--- src/rtl/pipe_pkg.sv ---
// rtl/pipe_pkg.sv - shared control-bundle layout and opcode constants
package pipe_pkg;

    localparam int CTL_W        = 10;
    localparam int CTL_REGDEST  = 0;
    localparam int CTL_BRANCH   = 1;
    localparam int CTL_MEMREAD  = 2;
    localparam int CTL_MEMTOREG = 3;
    localparam int CTL_ALUOP1   = 4;
    localparam int CTL_ALUOP2   = 5;
    localparam int CTL_MEMWRITE = 6;
    localparam int CTL_ALUSRC   = 7;
    localparam int CTL_REGWRITE = 8;
    localparam int CTL_JUMP     = 9;

    localparam logic [CTL_W-1:0] CTL_BUBBLE = '0;

    localparam logic [5:0] OP_RTYPE = 6'h00;
    localparam logic [5:0] OP_LW    = 6'h23;
    localparam logic [5:0] OP_SW    = 6'h2b;
    localparam logic [5:0] OP_BEQ   = 6'h04;
    localparam logic [5:0] OP_J     = 6'h02;

endpackage

--- src/rtl/pipe_ctrl_tracker_hazard.sv ---
// rtl/pipe_ctrl_tracker_hazard.sv - load-use detection and fetch-control priority
module hazard_unit #(
    parameter int REG_W = 5
) (
    input  logic             mem_stall,
    input  logic             ex_branch_taken,
    input  logic             ex_memread,
    input  logic [REG_W-1:0] ex_rt,
    input  logic [REG_W-1:0] id_rs,
    input  logic [REG_W-1:0] id_rt,
    input  logic             id_jump,
    output logic             pc_write,
    output logic             ifid_write,
    output logic             ifid_flush,
    output logic             bubble
);

    logic load_use;

    assign load_use = ex_memread && (ex_rt != '0) && ((ex_rt == id_rs) || (ex_rt == id_rt));

    // A taken branch wins over load-use: the stalled ID instruction is wrong-path anyway.
    always_comb begin
        pc_write   = 1'b1;
        ifid_write = 1'b1;
        ifid_flush = 1'b0;
        bubble     = 1'b0;
        if (mem_stall) begin
            pc_write   = 1'b0;
            ifid_write = 1'b0;
        end else if (ex_branch_taken) begin
            ifid_flush = 1'b1;
            bubble     = 1'b1;
        end else if (load_use) begin
            pc_write   = 1'b0;
            ifid_write = 1'b0;
            bubble     = 1'b1;
        end else begin
            ifid_flush = id_jump;
        end
    end

endmodule

--- src/rtl/pipe_ctrl_tracker.sv ---
// rtl/pipe_ctrl_tracker.sv - ID/EX, EX/MEM, MEM/WB control pipeline with hazard handling
module pipe_ctrl_tracker
    import pipe_pkg::*;
#(
    parameter int CNT_W = 16,
    parameter int REG_W = 5
) (
    input  logic             clk,
    input  logic             rst_n,
    input  logic [9:0]       id_ctrl,
    input  logic [REG_W-1:0] id_rs,
    input  logic [REG_W-1:0] id_rt,
    input  logic [REG_W-1:0] id_rd,
    input  logic             ex_branch_taken,
    input  logic             mem_stall,
    output logic [9:0]       ex_ctrl,
    output logic [REG_W-1:0] ex_rt,
    output logic [REG_W-1:0] ex_wreg,
    output logic [9:0]       mem_ctrl,
    output logic [REG_W-1:0] mem_wreg,
    output logic [9:0]       wb_ctrl,
    output logic [REG_W-1:0] wb_wreg,
    output logic             pc_write,
    output logic             ifid_write,
    output logic             ifid_flush,
    output logic [CNT_W-1:0] bubble_cnt
);

    logic hz_pc_write;
    logic hz_ifid_write;
    logic hz_ifid_flush;
    logic bubble;

    hazard_unit #(.REG_W(REG_W)) u_hazard (
        .mem_stall       (mem_stall),
        .ex_branch_taken (ex_branch_taken),
        .ex_memread      (ex_ctrl[CTL_MEMREAD]),
        .ex_rt           (ex_rt),
        .id_rs           (id_rs),
        .id_rt           (id_rt),
        .id_jump         (id_ctrl[CTL_JUMP]),
        .pc_write        (hz_pc_write),
        .ifid_write      (hz_ifid_write),
        .ifid_flush      (hz_ifid_flush),
        .bubble          (bubble)
    );

    // Fetch controls idle at "run, no flush" while the pipeline is held in reset.
    assign pc_write   = !rst_n || hz_pc_write;
    assign ifid_write = !rst_n || hz_ifid_write;
    assign ifid_flush = rst_n && hz_ifid_flush;

    always_ff @(posedge clk or negedge rst_n) begin
        if (!rst_n) begin
            ex_ctrl    <= CTL_BUBBLE;
            ex_rt      <= '0;
            ex_wreg    <= '0;
            mem_ctrl   <= CTL_BUBBLE;
            mem_wreg   <= '0;
            wb_ctrl    <= CTL_BUBBLE;
            wb_wreg    <= '0;
            bubble_cnt <= '0;
        end else if (!mem_stall) begin
            wb_ctrl  <= mem_ctrl;
            wb_wreg  <= mem_wreg;
            mem_ctrl <= ex_ctrl;
            mem_wreg <= ex_wreg;
            if (bubble) begin
                ex_ctrl <= CTL_BUBBLE;
                ex_rt   <= '0;
                ex_wreg <= '0;
                if (bubble_cnt != '1) begin
                    bubble_cnt <= bubble_cnt + 1'b1;
                end
            end else begin
                ex_ctrl <= id_ctrl;
                ex_rt   <= id_rt;
                ex_wreg <= id_ctrl[CTL_REGDEST] ? id_rd : id_rt;
            end
        end
    end

endmodule
--- config.mk ---
export PLATFORM = sky130hd
export DESIGN_NAME = pipe_ctrl_tracker
export DESIGN_NICKNAME = d
export VERILOG_FILES = /design/src/rtl/pipe_pkg.sv /design/src/rtl/pipe_ctrl_tracker_hazard.sv /design/src/rtl/pipe_ctrl_tracker.sv
export SDC_FILE = /design/constraint.sdc
export NUM_CORES = 1
export LEC_CHECK = 0
export CAP_MARGIN = 25
export CELL_PAD_IN_SITES_DETAIL_PLACEMENT = 0
export CELL_PAD_IN_SITES_GLOBAL_PLACEMENT = 2
export CORE_MARGIN = 2
export CORE_UTILIZATION = 26
export DETAILED_ROUTE_END_ITERATION = 16
export HOLD_SLACK_MARGIN = 0.15
export PLACE_DENSITY = 0.87
export SYNTH_ARGS = -nofsm -noshare
export SYNTH_HDL_FRONTEND = slang
export SYNTH_SLANG_ARGS = --single-unit
--- constraint.sdc ---
create_clock -name clk -period 1.8 [get_ports clk]
set_input_delay 0.18 -clock clk [delete_from_list [all_inputs] [get_ports clk]]
set_output_delay 0.18 -clock clk [all_outputs]
set_load 0.01 [all_outputs]
---- Word-level counts from Yosys, hierarchy flattened ----
Index checks and enable logic that the tools add are counted.
W data, S select, Z words.
storage, ports and cells
  bits in registers ....................... 66
  bits of input ports ..................... 29
  output and inout bits ................... 69
  logic and storage cells ................. 34
operators by class
  $add $sub $neg .......................... 1
  equality and inequality tests ........... 3
  multiplexer cells ....................... 13
  bitwise gates (word level) .............. 1
  reductions and logical operators ........ 8
operators by type and width
  operator                 number
  $add A16 B1 Y16 const B  1
  $ne A16 B16 Y1 const B   1
  $mux W5                  3
  $eq A5 B5 Y1             2
  $mux W10                 1
  $mux W1                  9
  $reduce_bool A5 Y1       1
  $logic_and A1 B1 Y1      3
  $reduce_and A3 Y1        1
  $logic_or A1 B1 Y1       2
  $logic_not A1 Y1         1
  $not A1 Y1               1

---- Depth between registers and ports, before layout ----
Gate-level depths: netlist (run 1).
  depth after elaboration ................. 7
  depth in mapped cells ................... 8
  mapped depth without buffers ............ 7

---- By module ----
From an unflattened synthesis (run 1), not the netlist that was laid out.
unflattened totals
  cells, all modules ...................... 247
  area, all modules ....................... 2982.9 um2
by module, submodules not included
  module             instances  cells an instance  area an instance (um2)  seq. area each (um2)
  pipe_ctrl_tracker  1          222                2803.9                  1651.6
  hazard_unit        1          25                 178.9                   0.0

---- Worst setup path before layout (run 1) ----
No wires, ideal clock.
  path type ............................... register -> output
  start ................................... reg ex_rt[0]
  end ..................................... out pc_write
  arrival time ............................ 1.823 ns
  required time ........................... 1.620 ns
  setup slack ............................. -0.203 ns
  stages on the path, launching flop included .. 7
  buffers on the path ..................... 1
  cell sequence ........................... dfrtp_1 > or4_1 > o21a_1 > nand2_1 > nor2_1 > o21ai_0 > buf_4
on the way
  longest elaborated chain between the ends .. 7
  elaborated cells between the ends (all ways) .. 10
  classes of those cells .................. eq/ne (2); mux (3); reduce/logical (5)
RTL lines
  what                                                       RTL line                        source
  from (decl)                                                pipe_ctrl_tracker.sv:17         output logic [REG_W-1:0] ex_rt,
  from (signal assigned)                                     pipe_ctrl_tracker.sv:77         ex_rt <= id_rt;
  $eq A5 B5 Y1 or $reduce_bool A5 Y1 (tied branches)         pipe_ctrl_tracker_hazard.sv:20  assign load_use = ex_memread && (ex_rt != '0) && ((ex_rt == id_rs) || (ex_rt == id_rt));
  $logic_or A1 B1 Y1 or $logic_and A1 B1 Y1 (tied branches)  pipe_ctrl_tracker_hazard.sv:20
  $logic_and A1 B1 Y1 *                                      pipe_ctrl_tracker_hazard.sv:20
  $mux W1 * (3 in a row)                                     n/a
  $logic_or A1 B1 Y1 *                                       n/a
  to (decl)                                                  pipe_ctrl_tracker.sv:23         output logic pc_write,
Mark *: on every way between the ends. The rest lies on a longest branch, timed or not.

---- Worst setup path in the final report (run 1) ----
  start ................................... reg ex_rt[2]
  end ..................................... out ifid_flush
on the way
  longest elaborated chain between the ends .. 7
  elaborated cells between the ends (all ways) .. 10
  classes of those cells .................. eq/ne (2); mux (3); reduce/logical (5)
RTL lines
  what                                                       RTL line                        source
  $eq A5 B5 Y1 or $reduce_bool A5 Y1 (tied branches)         pipe_ctrl_tracker_hazard.sv:20
  $logic_or A1 B1 Y1 or $logic_and A1 B1 Y1 (tied branches)  pipe_ctrl_tracker_hazard.sv:20
  $logic_and A1 B1 Y1 *                                      pipe_ctrl_tracker_hazard.sv:20
  $mux W1 *                                                  pipe_ctrl_tracker_hazard.sv:34  end else if (load_use) begin
  $mux W1 *                                                  pipe_ctrl_tracker_hazard.sv:31  end else if (ex_branch_taken) begin
  $mux W1 *                                                  pipe_ctrl_tracker_hazard.sv:28  if (mem_stall) begin
  $logic_and A1 B1 Y1 *                                      pipe_ctrl_tracker.sv:51         assign ifid_flush = rst_n && hz_ifid_flush;
  to (decl)                                                  pipe_ctrl_tracker.sv:25         output logic ifid_flush,
Marked as above.

==> results of run 1 <==
[layout make-up]
class	instances	area share, %
sequential	66	34.3
clock buffer	11	5.24
multi-input combinational	175	29.5
inverter	1	0.0778
timing repair buffer	136	26.4
clock inverter	5	0.778
tap	143	3.71
[sequential cells by signal, indices dropped and copies added, names as in the netlist]
signal,cells
bubble_cnt,16
ex_ctrl,10
mem_ctrl,10
wb_ctrl,10
ex_rt,5
ex_wreg,5
mem_wreg,5
wb_wreg,5
[worst paths after layout]
path / start / endpoint / slack, ns / cells after the start
min in group clk: mem_stall / bubble_cnt[5] / 0.30 / 3
worst min-delay path: rst_n / mem_wreg[1] / 0.22 / 2
max in group asynchronous: rst_n / bubble_cnt[0] / 0.90 / 3
worst max-delay path: ex_rt[2] / ifid_flush / -0.26 / 6
worst min register to register: wb_ctrl[5] / wb_ctrl[5] / 0.50 / 1
worst max register to register: ex_rt[2] / bubble_cnt[8] / -0.24 / 7
[per-stage QoR]
step | instance area [um^2] | utilization [%] | power (uW)
6_report | 4830 | 42.4 | 4720
5_1_grt | 4830 | 42.4 | 4970
2_1_floorplan | 3040 | - | 2290
4_1_cts | 4710 | 41.5 | 4770
3_3_place_gp | 4380 | 38.5 | 3000
3_5_place_dp | 4380 | 38.5 | 3030
[what timing repair did]
action	in CTS	in global routing
gates resized for setup	23	20
hold buffers	1	0
pin swaps	5	6
hold endpoints to repair	66	0
setup buffers	0	1
endpoints found under the setup margin	39	39
[cells in the final DEF, fill, tap and decap left out, types with 2 or more instances in the layout]
cell type / n
a22o_1: 5
nor3_1: 3
buf_2: 3
clkbuf_8: 2
dfrtp_1: 63
nand3_2: 3
nand3_1: 4
nand2_1: 43
mux2_4: 2
and4_1: 2
nand4_1: 3
nor2_1: 8
buf_6: 4
nor3b_2: 2
o21ai_2: 10
nor4b_2: 3
clkdlybuf4s50_1: 92
nor4b_1: 2
xnor2_1: 8
mux2_2: 32
mux2i_1: 5
xnor2_2: 2
dfrtp_2: 3
xor2_1: 12
buf_4: 35
clkbuf_16: 9
clkinvlp_4: 2
o21ai_1: 6
[logic make-up (layout without fill, tap and decap cells)]
| logic type | Yosys count | in the layout | synth area share [%] |
|---|---|---|---|
| AO/OA/AOI/OAI | 27 | 27 | 6.72 |
| XOR/XNOR | 22 | 22 | 6.39 |
| adder cells (fa/ha/maj) | 1 | 1 | 0.415 |
| buffers and inverters | 16 | 153 | 3.03 |
| flip-flops | 66 | 66 | 54.7 |
| multiplexers | 39 | 39 | 14.4 |
| AND/OR/NAND/NOR | 86 | 86 | 14.4 |
[critical path, delay by kind of cell, from the launching register on]
| kind | cells | cell delay [ns] |
|---|---|---|
| AO/OA/AOI/OAI | 2 | 0.27 |
| flip-flops | 1 | 0.38 |
| AND/OR/NAND/NOR | 3 | 0.76 |
| buffers and inverters | 1 | 0.14 |
[per-layer routing]
layer	global-route usage [%]	part of all wire (%)	vias to the layer above
met2	21.6	50	60
li1	-	-	1169
met3	3.27	5.1	10
met1	16.5	43	1211
met5	0	0	-
met4	6.83	1.7	0
[cell usage after synthesis (2+ instances only)]
library cell  instances
and4_1                2
o21ai_2               6
buf_1                 2
xnor2_1              10
nor4b_1               3
buf_6                 3
a22o_1                5
nor4bb_1              2
nor4b_2               2
mux2i_1               5
nand3_1               7
nor3b_1               2
nor2_1                9
o21ai_1               9
nand2_1              44
nand4_1               3
nor4_1                3
buf_4                 2
xor2_1               12
nor3_1                4
dfrtp_1              66
mux2_2               34
clkbuf_1              7
[report_power, final]
| part | internal, uW | switching, uW | total (uW) |
|---|---|---|---|
| Sequential | 1680 | 127 | 1810 |
| Combinational | 725 | 504 | 1230 |
| Clock | 1010 | 674 | 1690 |
==> impl_metrics.ini, run 1 <==
[place]
dp_cells = 519
dp_worst_setup_slack_ns = -0.452
gp_congestion = 0.728
dp_hpwl_um = 5900
port_buffers = 97

[sta]
hold_violations = 0
skew_ns = 0.00360
final.setup.tns_ns = -7.06
relSlewSlack_pct = 66.8
tightest_slew_ns = 0.498
period_needed_ns = 2.06
final.setup.worst_slack_ns = -0.255
whs_ns = 0.225
rsz0062_at_grt = yes
fin_crit_sh_pct = 114
fmax_mhz = 487
slew_viol_final = 0
finalSetupViolCount = 39

[detailed_routing]
drc_errors = 0
routedWlPerCell_um = 14.9
drtIter0Drc = 100
wirelength_um = 8010
viasPerCell = 4.56
vias = 2450
antenna_left = 0
drtPass1Iterations = 4

[setup_path]
critPathKind = reg -> out
crit_fanout = 2
critPathLaunchType = flip-flop
crit_arrival_ns = 1.88
crit_path_end_kind = output pin
critPathSlowestCell = or4_4
worstPathCellList = or4_4, o21a_1, nand2_2, a21oi_2, nor3b_2, buf_2
crit_required_ns = 1.62
slowest_delay_ns = 0.53

[outcome]
outcome = finished, violations left
violations = negative setup slack

[global_route]
overflow = 0
grt_antenna_before_repair = 0
grtUsageTotal_pct = 13.3
grt_pass1_vias = 2500
grt_max_degree = 45
grt_pass1_wl_um = 13100

[clocking]
cts_buffers = 9
htree_num_levels = 3
root_buffer = clkbuf_16
clockBufferDepth = 2
clkTransAtPathRegs_ns = 0.06
clock-sinks = 66
cts_tree = yes
worstSkewPairLatency_ns = 0.33

[power]
p_leak_uw = 0.00211
power_density_nw_per_um2 = 979
peakVddDrop_mv = 0.395

[final_layout]
instances_no_fill = 537
area_growth_pct = 60.0
fin_nets = 419
fill_cells = 1119
drive_gt1_share_pct = 32.7
seqCellArea_um2 = 1660
antenna-diode-count = 0
multi_input_area_um2 = 1420

[yosys]
async_flop_share_pct = 100
synthTopCellsByArea = dfrtp_1 (55%), mux2_2 (13%), nand2_1 (5.5%), xor2_1 (3.5%), xnor2_1 (2.9%)
ys.flop_type = dfrtp_1
syn_area_per_cell_um2 = 11.7
synth_area_um2 = 3020
synth_top_cell_area_share_pct = 54.7
synth.yosys.seq_area_share_pct = 54.7
synthesis.instances = 257
synth_nets = 287
synth_edf_count = 0
yosys_register_bits = 66
synth_top_cell_by_area = dfrtp_1
ys_warn_count = 0
synth_cell_types = 38

[floorplan]
die_area_um2 = 12500
die_h_um = 112
start_util_pct = 26.5
die_w_um = 112
rows = 39
io_pins = 98
coreArea_um2 = 11400

[worst_hold_path]
hp-class = in -> async

[flow_run]
cap_violations = 0
No activity file was read; power rests on OpenSTA's default activity.
==> run 2: changes to the inputs <==
Settings changed: CELL_PAD_IN_SITES_GLOBAL_PLACEMENT 2 to 1, CORE_UTILIZATION 26 to 30, PLACE_DENSITY 0.87 to 0.83.
==> impl_metrics.ini, run 2 (synthesized netlist as in run 1, its figures left out) <==
[outcome]
outcome = finished, violations left
violations = negative setup slack

[sta]
period_needed_ns = 2.11
fmax_mhz = 474
final.setup.tns_ns = -7.52
fin_crit_sh_pct = 117
slew_viol_final = 0
tightest_slew_ns = 0.834
finalSetupViolCount = 39
final.setup.worst_slack_ns = -0.308
skew_ns = 0.00911
relSlewSlack_pct = 44.4
rsz0062_at_grt = yes
hold_violations = 0

[final_layout]
layout_common_cells = clkdlybuf4s50_1 (92), dfrtp_1 (64), nand2_1 (41), mux2_2 (32), buf_4 (29)
drive_gt1_share_pct = 32.5
fill_cells = 925
final_common_cell = clkdlybuf4s50_1
largest_reg_flops = 16
design_area_um2 = 4800
area_growth_pct = 59.2
top_register = bubble_cnt
instances_no_fill = 527
antenna-diode-count = 0
seqCellArea_um2 = 1650
multi_input_area_um2 = 1480
fin_nets = 419

[floorplan]
rows = 36
start_util_pct = 30.9
die_area_um2 = 10900
coreArea_um2 = 9770
io_pins = 98
die_h_um = 104
die_w_um = 104

[detailed_routing]
wirelength_um = 7630
drc_errors = 0
viasPerCell = 4.54
antenna_left = 0
routedWlPerCell_um = 14.5
drtPass1Iterations = 4
drtIter0Drc = 70
vias = 2392

[setup_path]
crit_required_ns = 1.62
crit_fanout = 2
crit_path_end_kind = output pin
critPathKind = reg -> out
critPathLaunchType = flip-flop
crit_arrival_ns = 1.93

[place]
placed_area_um2 = 4340
dp_hpwl_um = 5400
gp_congestion = 0.772
port_buffers = 97
dp_cells = 504

[clocking]
cts_buffers = 9
htree_num_levels = 3
clockBufferDepth = 2
clkTransAtPathRegs_ns = 0.08
clock-sinks = 66
cts_tree = yes
root_buffer = clkbuf_8
worstSkewPairLatency_ns = 0.34

[global_route]
grt_max_degree = 67
grt_antenna_before_repair = 0
grt_pass1_vias = 2427
grtUsageTotal_pct = 14.6
grt_pass1_wl_um = 12500
overflow = 0

[power]
peakVddDrop_mv = 0.416
power_density_nw_per_um2 = 871
p_leak_uw = 0.00211
p_total_uw = 4190

[worst_hold_path]
hp-class = in -> reg

[flow_run]
cap_violations = 0
==> run 2: what timing repair did <==
item / in CTS / in global routing
gates resized for setup: 38 / 16
gates cloned: 1 / 0
hold buffers: 1 / 0
hold endpoints to repair: 66 / 0
pin swaps: 10 / 7
setup buffers: 6 / 0
setup endpoints to repair: 39 / 39
==> run 2: worst paths after layout <==
| kind | cells past startpoint | startpoint | endpoint | slack [ns] |
|---|---|---|---|---|
| worst max-delay path | 6 | ex_rt[3] | ifid_flush | -0.31 |
| worst min-delay path | 3 | mem_stall | bubble_cnt[5] | 0.31 |
| worst max register to register | 8 | ex_rt[3] | bubble_cnt[11] | -0.30 |
| worst min register to register | 1 | wb_wreg[0] | wb_wreg[0] | 0.51 |
| max in group asynchronous | 3 | rst_n | ex_rt[0] | 0.61 |
| min in group asynchronous | 3 | rst_n | bubble_cnt[4] | 0.61 |
==> run 2: stage by stage <==
| stage | hold WS (ns) | utilization [%] | setup WS [ns] |
|---|---|---|---|
| floorplan | -0.116 | - | -0.0798 |
| global placement | 0.454 | 44.4 | -0.409 |
| detailed placement | 0.457 | 44.4 | -0.451 |
| CTS | 0.286 | 48.2 | -0.357 |
| global route | 0.318 | 49.1 | -0.399 |
| finish | 0.306 | 49.1 | -0.308 |
==> run 2: report_power, final <==
| group | switching, uW | internal (uW) | leakage (uW) | total [uW] |
|---|---|---|---|---|
| combinational | 518 | 746 | 0.00116 | 1260 |
| sequential | 127 | 1680 | 0.000859 | 1800 |
| clock | 580 | 536 | 0.0000847 | 1120 |
==> run 2: critical path, cell delays in order, from the launching register on <==
cell     delay (ns)
dfrtp_1        0.38
or4_4          0.53
o21a_1         0.21
nand2_1        0.07
a21oi_1        0.08
nor3b_2        0.17
buf_2          0.15
==> run 2: layout make-up <==
cell class / count / area share (%)
sequential: 66 / 34.4
multi-input combinational: 175 / 30.7
timing repair buffer: 136 / 27.6
tap: 133 / 3.46
clock buffer: 10 / 2.87
clock inverter: 6 / 0.860
inverter: 1 / 0.0781
==> run 2: metal layers <==
| layer | share of wire [%] | global-route usage (%) |
|---|---|---|
| met1 | 45 | 18.6 |
| met4 | 1.7 | 6.37 |
| met3 | 4.7 | 3.26 |
| met5 | 0 | 0 |
| met2 | 49 | 23.8 |
==> run 3: changes to the inputs <==
Settings changed: MAX_ROUTING_LAYER set to met4, REMOVE_ABC_BUFFERS set to 1.
==> impl_metrics.ini, run 3 (synthesized netlist as in run 1, its figures left out) <==
[outcome]
outcome = finished, violations left
violations = negative setup slack

[power]
p_seq_share_pct = 42.5
clock_power_share_pct = 26.9
p_int_uw = 2970
p_switching_uw = 1260
p_total_uw = 4230
p_sw_share_pct = 29.8
p_comb_share_pct = 30.5
power_density_nw_per_um2 = 865
p_leak_uw = 0.00217
peakVddDrop_mv = 0.690

[detailed_routing]
wirelength_um = 8000
drtPass1Iterations = 5
viasPerCell = 4.62
antenna_left = 0
routedWlPerCell_um = 15.1
drtIter0Drc = 92
vias = 2453
drc_errors = 0

[clocking]
clockBufferDepth = 2
cts_tree = yes
clkTransAtPathRegs_ns = 0.07
cts_buffers = 9
clock-sinks = 66
htree_num_levels = 3
root_buffer = clkbuf_8
worstSkewPairLatency_ns = 0.34

[setup_path]
slowest_delay_ns = 0.52
crit_arrival_ns = 2.38
critPathSlowestCell = or4_1
critPathKind = reg -> reg
crit_fanout = 6
crit_path_end_kind = flip-flop
critPathLaunchType = flip-flop
worstPathCellList = or4_1, o21a_1, buf_4, a21oi_4, buf_6, bufbuf_16, nand2_1, o21ai_2
crit_required_ns = 2.07

[floorplan]
start_util_pct = 30.9
die_h_um = 104
die_w_um = 104
rows = 36
die_area_um2 = 10900
coreArea_um2 = 9770
io_pins = 98

[sta]
final.setup.worst_slack_ns = -0.309
period_needed_ns = 2.11
fmax_mhz = 474
rsz0062_at_grt = yes
skew_ns = 0.00743
hold_violations = 0
finalSetupViolCount = 39
fin_crit_sh_pct = 117
tightest_slew_ns = 0.471
slew_viol_final = 0
relSlewSlack_pct = 68.6
final.setup.tns_ns = -8.55

[final_layout]
area_growth_pct = 61.9
layout_common_cells = clkdlybuf4s50_1 (92), dfrtp_1 (66), nand2_1 (43), mux2_2 (33), buf_4 (32)
final_common_cell = clkdlybuf4s50_1
largest_reg_flops = 16
drive_gt1_share_pct = 33.4
antenna-diode-count = 0
top_register = bubble_cnt
fin_nets = 423
postLayoutCoreUtil_pct = 50.0
fill_cells = 914
instances_no_fill = 531

[global_route]
grt_antenna_before_repair = 0
grt_max_degree = 36
overflow = 0
grtUsageTotal_pct = 15.6
grt_pass1_vias = 2600
grt_pass1_wl_um = 13000

[worst_hold_path]
hp-class = in -> reg

[place]
port_buffers = 97
dp_hpwl_um = 5580
dp_cells = 507
gp_congestion = 0.770

[flow_run]
cap_violations = 0
[run 3: layout make-up]
type,count,area [um^2],area share (%)
clock buffers,10,138,2.82
repair buffers,140,1360,27.9
multi-input cells,175,1520,31.2
well taps,133,166,3.41
inverters,1,3.75,0.0769
flip-flops and latches,66,1650,33.8
clock inverters,6,41.3,0.846
[run 3: power groups by stage]
stage	Sequential (uW)	Clock (uW)	Combinational (uW)
floorplan	1950	0	287
global placement	1810	0	1170
detailed placement	1830	0	1180
global route	1820	1250	1390
CTS	1800	1190	1270
finish	1800	1140	1290
[run 3: worst paths after layout]
kind / start / to / slack [ns] / cells after the start
max in group asynchronous: rst_n / bubble_cnt[5] / 0.52 / 4
worst min register to register: wb_ctrl[0] / wb_ctrl[0] / 0.51 / 1
min in group asynchronous: rst_n / wb_ctrl[6] / 0.51 / 3
worst max-delay path: ex_rt[0] / ex_ctrl[6] / -0.31 / 8
worst max register to register: ex_rt[0] / ex_ctrl[6] / -0.31 / 8
worst min-delay path: mem_stall / bubble_cnt[5] / 0.37 / 3
[run 3: what timing repair did]
action,4_1_cts,5_1_grt
endpoints found under the setup margin,39,39
endpoints found under the hold margin,34,0
cloned,2,0
setup buffers,5,0
gates resized for setup,50,15
hold buffers,1,0
pin swaps,10,4
[run 3: metal layers]
metal / GRT usage, % / wire length, um / vias to the layer above
met3: 3.32 / 403 / 7
met2: 24.1 / 3840 / 81
li1: - / - / 1171
met4: 5.98 / 65 / 0
met1: 20.0 / 3690 / 1194
met5: - / 0 / -
[run 3: through the flow]
stage / worst slack [ns] / instance area (um^2) / hold slack [ns]
3_5_place_dp: -0.430 / 4320 / 0.375
2_1_floorplan: -0.445 / 2930 / -0.116
6_report: -0.309 / 4880 / 0.369
3_3_place_gp: -0.385 / 4320 / 0.366
4_1_cts: -0.332 / 4800 / 0.354
5_1_grt: -0.395 / 4880 / 0.369
[run 3: critical path: cells and delay by family (launching register included)]
family	cells	cell delay [ns]
buffers and inverters	3	0.57
DFF	1	0.38
and+or+nand+nor	2	0.58
AOI/OAI and AO/OA	3	0.51
